<file path="config.mk">
export PLATFORM = sky130hd
export DESIGN_NAME = timer_bank
export DESIGN_NICKNAME = d
export VERILOG_FILES = /design/src/rtl/timer_bank.sv
export SDC_FILE = /design/constraint.sdc
export NUM_CORES = 1
export LEC_CHECK = 0
export ABC_AREA = 1
export CAP_MARGIN = 30
export CORE_MARGIN = 2
export CORE_UTILIZATION = 30
export DETAILED_ROUTE_END_ITERATION = 8
export PLACE_DENSITY = 0.61
export RECOVER_POWER = 100
export SLEW_MARGIN = 15
export SYNTH_ARGS = -nofsm -noshare
export SYNTH_HDL_FRONTEND = slang
export SYNTH_SLANG_ARGS = --single-unit
</file>
<file path="constraint.sdc">
create_clock -name clk -period 6.9 [get_ports clk]
set_input_delay 2.07 -clock clk [delete_from_list [all_inputs] [get_ports clk]]
set_output_delay 2.07 -clock clk [all_outputs]
set_load 0.05 [all_outputs]
</file>
<file path="src/rtl/timer_bank.sv">
// Multi-channel programmable interval timer: per-channel periodic/one-shot counting with
// shadowed terminal count, registered overflow pulse and sticky overflow flag.
module timer_bank #(
  parameter int WIDTH = 16,
  parameter int N_CH  = 4
) (
  input  logic                    clk,
  input  logic                    rst,
  input  logic [N_CH-1:0]         en_i,
  input  logic [N_CH-1:0]         start_i,
  input  logic [N_CH-1:0]         stop_i,
  input  logic [N_CH-1:0]         mode_i,
  input  logic [N_CH*WIDTH-1:0]   term_i,
  input  logic [N_CH-1:0]         clr_i,
  output logic [N_CH*WIDTH-1:0]   cnt_o,
  output logic [N_CH-1:0]         ovf_o,
  output logic [N_CH-1:0]         busy_o,
  output logic [N_CH-1:0]         sticky_o
);

  typedef enum logic [1:0] {
    ST_IDLE = 2'd0,
    ST_RUN  = 2'd1,
    ST_DONE = 2'd2
  } state_t;

  localparam logic [WIDTH-1:0] ONE  = {{(WIDTH-1){1'b0}}, 1'b1};
  localparam logic [WIDTH-1:0] ZERO = {WIDTH{1'b0}};

  genvar g;
  for (g = 0; g < N_CH; g++) begin : g_ch
    state_t           r_state;
    logic [WIDTH-1:0] r_cnt;
    logic [WIDTH-1:0] r_term;
    logic             r_mode;
    logic             r_ovf;
    logic             r_sticky;
    logic             r_busy;
    logic [WIDTH-1:0] w_term_in;
    logic [WIDTH-1:0] w_last;
    logic             w_at_last;
    logic             w_hit;

    assign w_term_in = term_i[g*WIDTH +: WIDTH];
    // term_r of zero wraps to all-ones here, which yields the full 2^WIDTH period
    assign w_last    = r_term - ONE;
    assign w_at_last = (r_cnt == w_last);
    assign w_hit     = (r_state == ST_RUN) && en_i[g] && w_at_last && !stop_i[g] && !start_i[g];

    // Channel state, count, shadow registers and registered flags
    always_ff @(posedge clk or posedge rst) begin
      if (rst) begin
        r_state  <= ST_IDLE;
        r_cnt    <= ZERO;
        r_term   <= ZERO;
        r_mode   <= 1'b0;
        r_ovf    <= 1'b0;
        r_sticky <= 1'b0;
        r_busy   <= 1'b0;
      end else begin
        r_ovf    <= w_hit;
        r_sticky <= w_hit | (r_sticky & ~clr_i[g]);
        if (stop_i[g]) begin
          r_state <= ST_IDLE;
          r_cnt   <= ZERO;
          r_busy  <= 1'b0;
        end else if (start_i[g]) begin
          r_state <= ST_RUN;
          r_cnt   <= ZERO;
          r_term  <= w_term_in;
          r_mode  <= mode_i[g];
          r_busy  <= 1'b1;
        end else begin
          case (r_state)
            ST_RUN: begin
              if (en_i[g]) begin
                if (w_at_last) begin
                  r_cnt <= ZERO;
                  if (r_mode) begin
                    r_state <= ST_DONE;
                    r_busy  <= 1'b0;
                  end else begin
                    r_term <= w_term_in;
                  end
                end else begin
                  r_cnt <= r_cnt + ONE;
                end
              end else begin
                r_cnt <= r_cnt;
              end
            end
            ST_DONE: begin
              r_cnt  <= ZERO;
              r_busy <= 1'b0;
            end
            ST_IDLE: begin
              r_cnt  <= ZERO;
              r_busy <= 1'b0;
            end
            default: begin
              r_state <= ST_IDLE;
              r_cnt   <= ZERO;
              r_busy  <= 1'b0;
            end
          endcase
        end
      end
    end

    assign cnt_o[g*WIDTH +: WIDTH] = r_cnt;
    assign ovf_o[g]                = r_ovf;
    assign busy_o[g]               = r_busy;
    assign sticky_o[g]             = r_sticky;
  end

endmodule

</file>
# Word-level counts from Yosys, hierarchy flattened
# Index checks and enable logic that the tools add are counted.
# Widths: inputs -> output; s select.
# word_totals
output_inout_bits,76
ramBits,0
word_cells,232
ff_bits,152
mem_count,0
latchBits,0
romBits,0
# classes
eq_ne,32
n_bitwise,16
add_sub_neg,8
shifts,0
multipliers,0
magnitude_cmp,0
div_mod_pow,0
n_mux,88
n_reduce_logical,60
# op_table
op,count
$mux 16,40
$add 16x1->16 const B,4
$eq 16x16->1,4
$sub 16x1->16 const B,4
$ne 4x4->1 const B,12
$mux 2,20
$mux 1,24
$reduce_bool 2->1,12
$reduce_and 5->1,4
$logic_and 1x1->1,16
$pmux 2 s2,4
$reduce_and 4->1,4
$ne 3x1->1 const B,4
$reduce_and 3->1,4
$eq 2x1->1 const B,4
$eq 2x2->1 const B,4
$logic_not 1->1,8
$logic_not 2->1,4
$ne 2x2->1 const B,4
$not 1->1,8
$reduce_and 2->1,4
$reduce_or 2->1,4
$and 1x1->1,4
$or 1x1->1,4

# Longest topological paths before layout
# logic_depth
depth_word,7
ltp_mapped,17
mapped_depth_nobuf,16

# Least setup slack after synthesis
# OpenSTA, ideal clock, no wires.
# synth_path
path_kind,in2reg
from,input stop_i[3]
to,register g_ch[3].r_cnt[15]
slack_ns,3.597
cell_stages,11
t_arrival_ns,3.181
setup_ns,0.121
cell_sequence,inv_1 > nand2_1 > nor2_1 > nand2_1 > nand4_1 > nor2_1 > nand3_1 > nor2_1 > nand3_1 > nand2_1 > nor2_1
# synth_via
elab_chain_cells,1
# synth_lines
item,line_no,rtl
"start, declared",11,"input logic [N_CH-1:0] stop_i,"
$ne 4x4->1 (no source line) or $mux 16 (tied branches),n/a,
"end signal, assigned",86,r_cnt <= r_cnt + ONE;
"end signal, assigned",89,r_cnt <= r_cnt;
"end, declared",33,logic [WIDTH-1:0] r_cnt;
# Several ways; a longest one is shown, not always the timed one.
# A chain may end at the register's enable or synchronous reset.

==> qor.txt <==
# DRC: 0
Core Region: 33400 um^2
Fill cells: 3524
via count of the first global-routing pass: 9629
crit path setup slack, layout: 2090 ps
worst slew margin relative to its limit: -0.626
clock-pin transition on the worst setup and hold timing paths: 60 ps
cells resized by post-CTS repair: 0
vias post-DR: 9518
leakage power: 0.00596 uW
Cell variety after synth: 44
height of the die: 188 um
number of clock sinks: 152
GRT overflow: 0
TritonCTS clock tree: done
Die Area: 35200 um^2
final wirelength: 28400 um
fraction of the core area covered by cells at the end of the flow: 0.378
number of buffer and inverter stages on the critical path: 3
Post-CTS Setup Inserts: 0
final critical delay including setup and external delays: 4810 ps
Setup TNS: 0 ps
crit share post-route: 0.697
relative contribution of combinational cells to total power: 0.208
CP Capture Type: asynchronous set/reset pin
layout overhead on the synthesized area: 24.8%
buffers from clock root to sink, at most: 2
initial core utilization: 0.303
average cell area after synthesis: 7.13 um^2
syn_nets: 1511
hold bufs inserted after CTS: 0
fraction of final layout cells sized beyond drive strength 1: 0.0559
fmax: 208 MHz
setup repair after global routing missed its margin: no
internal power component: 1770 uW
number of violations reported at the end of detailed-routing iteration 0: 600
failing checks: max-capacitance violations, max-slew violations
Clk network pwr share: 0.394
source of the critical timing path: rst
first-pass iteration count of the detailed router: 7
# nets final: 1654
switching power share of the total: 0.314
sequential share of the synthesized area: 0.376
Antenna Violating Nets Remaining: 0
Worst Max-Slew Pin Slew: 2430 ps
Fin. Hold Viols: 0
FF-to-FF Start: g_ch[1].r_term[0]
worst path arrival time: 5170 ps
clock root buffer master: sky130_fd_sc_hd__clkbuf_16
share of synthesized registers carrying an async set or reset: 1.00
Pins Over Slew Limit: 55
status: finished with violations
proportion of power drawn by flip-flops and latches: 0.398
H-Tree Depth: 4
power density relative to cell area: 204 nW/um^2
Max stage delay cell, worst path: sky130_fd_sc_hd__clkinvlp_2
number of enable flip-flop cells after synthesis: 0
cell-by-cell trace of the critical path: dlygate4sd3_1, clkinvlp_2, clkbuf_2
latest clock arrival within the worst-skew pair: 450 ps
Largest stage delay, worst path: 1370 ps
worst slack on hold paths: 482 ps
synthesis warning total: 0
wire length of the first global-routing pass: 48100 um
source of the worst hold timing path: g_ch[0].r_state[1]
Switch Pwr: 810 uW
GRT Resource Usage Total: 0.169
global placer's final weighted congestion: 0.897
pin count of the biggest net entering global routing: 55
number of vias per cell: 4.71
startpoint-to-endpoint class of the critical path: in -> async
dominant register cell in the synthesized netlist: sky130_fd_sc_hd__dfrtp_1
Synth Register Bits: 152
clock buffers created by TritonCTS: 17
floorplan row count: 67
final setup violation count: 0
number of inserted diodes: 0
PortBufs: 161
Critical Path Start Type: input port
maximum net fanout on the critical path: 54
VDD IR-drop max: 178 uV
count of max-cap constraint violations: 1
wire per inst: 14.0 um
DIE WIDTH: 188 um
worst hold path type: reg -> reg
detailed placement HPWL: 21800 um
instance count of the mapped netlist: 1417
cell area after synthesis: 10100 um^2
initial antenna violation count: 0
skew final: 8.18 ps
cell class contributing the biggest share of worst-path delay: buffers and inverters
CP required: 7270 ps
IO Pins: 162
worst setup timing slack at the placement stage: 2650 ps
[power by group through the flow]
stage / Combinational, uW / Sequential, uW / Clock (uW)
2_1_floorplan: 391 / 1030 / 0
3_3_place_gp: 533 / 1040 / 0
3_5_place_dp: 542 / 1040 / 0
4_1_cts: 545 / 1030 / 1040
5_1_grt: 615 / 1040 / 1080
6_report: 536 / 1030 / 1020
[layout make-up]
| type | count | area [um^2] | share of cell area |
|---|---|---|---|
| multi-input cells | 1074 | 5430 | 0.430 |
| flip-flops and latches | 152 | 3800 | 0.301 |
| repair buffers | 164 | 1630 | 0.129 |
| inverters | 151 | 568 | 0.0450 |
| well taps | 448 | 561 | 0.0444 |
| clock buffers | 18 | 429 | 0.0340 |
| clock inverters | 14 | 196 | 0.0156 |
[kinds of logic after synthesis]
kind of cell,synth area share
xor+xnor,0.0893
compound gates,0.0490
fa+ha+maj,0.00990
mux,0.00334
simple gates,0.391
flops,0.376
buf+inv,0.0811
[flip-flops by register name, indices dropped and copies added, names as in the netlist]
| name | flops |
|---|---|
| g_ch.r_mode | 4 |
| g_ch.r_sticky | 4 |
| g_ch.r_ovf | 4 |
| g_ch.r_cnt | 64 |
| g_ch.r_term | 64 |
| g_ch.r_busy | 4 |
| g_ch.r_state | 8 |
[path summary, 6_finish.rpt]
| kind | depth (start not counted) | slack (ps) | to |
|---|---|---|---|
| worst max-delay path | 3 | 2090 | g_ch[3].r_cnt[2] |
| worst min-delay path | 2 | 480 | g_ch[0].r_state[1] |
| worst max register to register | 14 | 3840 | g_ch[1].r_term[13] |
| worst min register to register | 2 | 480 | g_ch[0].r_state[1] |
| max in group clk | 1 | 2870 | cnt_o[11] |
| min in group asynchronous | 2 | 2730 | g_ch[0].r_mode |
[synth_stat cells, drive strengths merged, types with 3 or more instances]
cell    count  area share
xor2       67       0.058
nor3       16       0.010
xnor2      36       0.031
o22ai      23       0.014
or2         6      0.0037
nand4      30       0.020
nand3     156       0.082
o21ai      48       0.024
inv       150       0.056
dfrtp     152        0.38
buf        29       0.021
nor4        6      0.0037
nor2      171       0.075
a21oi      10      0.0053
clkbuf     11      0.0043
nand3b     22       0.016
mux2        3      0.0033
nand2     459        0.18
ha          8      0.0099
[through the flow]
| step | instance area (um^2) | cells | total power (uW) |
|---|---|---|---|
| global placement | 12100 | 1989 | 1570 |
| CTS | 12700 | 2021 | 2620 |
| global route | 12600 | 2021 | 2730 |
| floorplan | 10100 | 1417 | 1420 |
| finish | 12600 | 2021 | 2580 |
| detailed placement | 12100 | 1989 | 1590 |
[cells in the final DEF (no fill, tap or decap), types with 29 or more instances in the layout]
cell,n
sky130_fd_sc_hd__dfrtp_1,152
sky130_fd_sc_hd__dlygate4sd3_1,81
sky130_fd_sc_hd__nand3_1,150
sky130_fd_sc_hd__nand2_1,452
sky130_fd_sc_hd__o21ai_0,47
sky130_fd_sc_hd__xnor2_1,36
sky130_fd_sc_hd__xor2_1,67
sky130_fd_sc_hd__nand4_1,29
sky130_fd_sc_hd__nor2_1,149
sky130_fd_sc_hd__clkdlybuf4s50_1,80
sky130_fd_sc_hd__inv_1,144
[worst reg2reg max path, delay by kind of cell (launching register included)]
family / cells / cell delay, ps
buffers and inverters: 1 / 100
DFF: 1 / 400
adders and majority gates: 1 / 190
AOI/OAI and AO/OA: 1 / 70
and+or+nand+nor: 11 / 2230
[metal layers]
metal / GRT usage / vias to the layer above / routed length (um)
met1: 0.219 / 4446 / 13200
met5: 0 / - / 0
met2: 0.278 / 226 / 13400
met3: 0.0389 / 35 / 1340
li1: - / 4811 / -
met4: 0.0512 / 0 / 462
(Power assumes the default switching activity.)
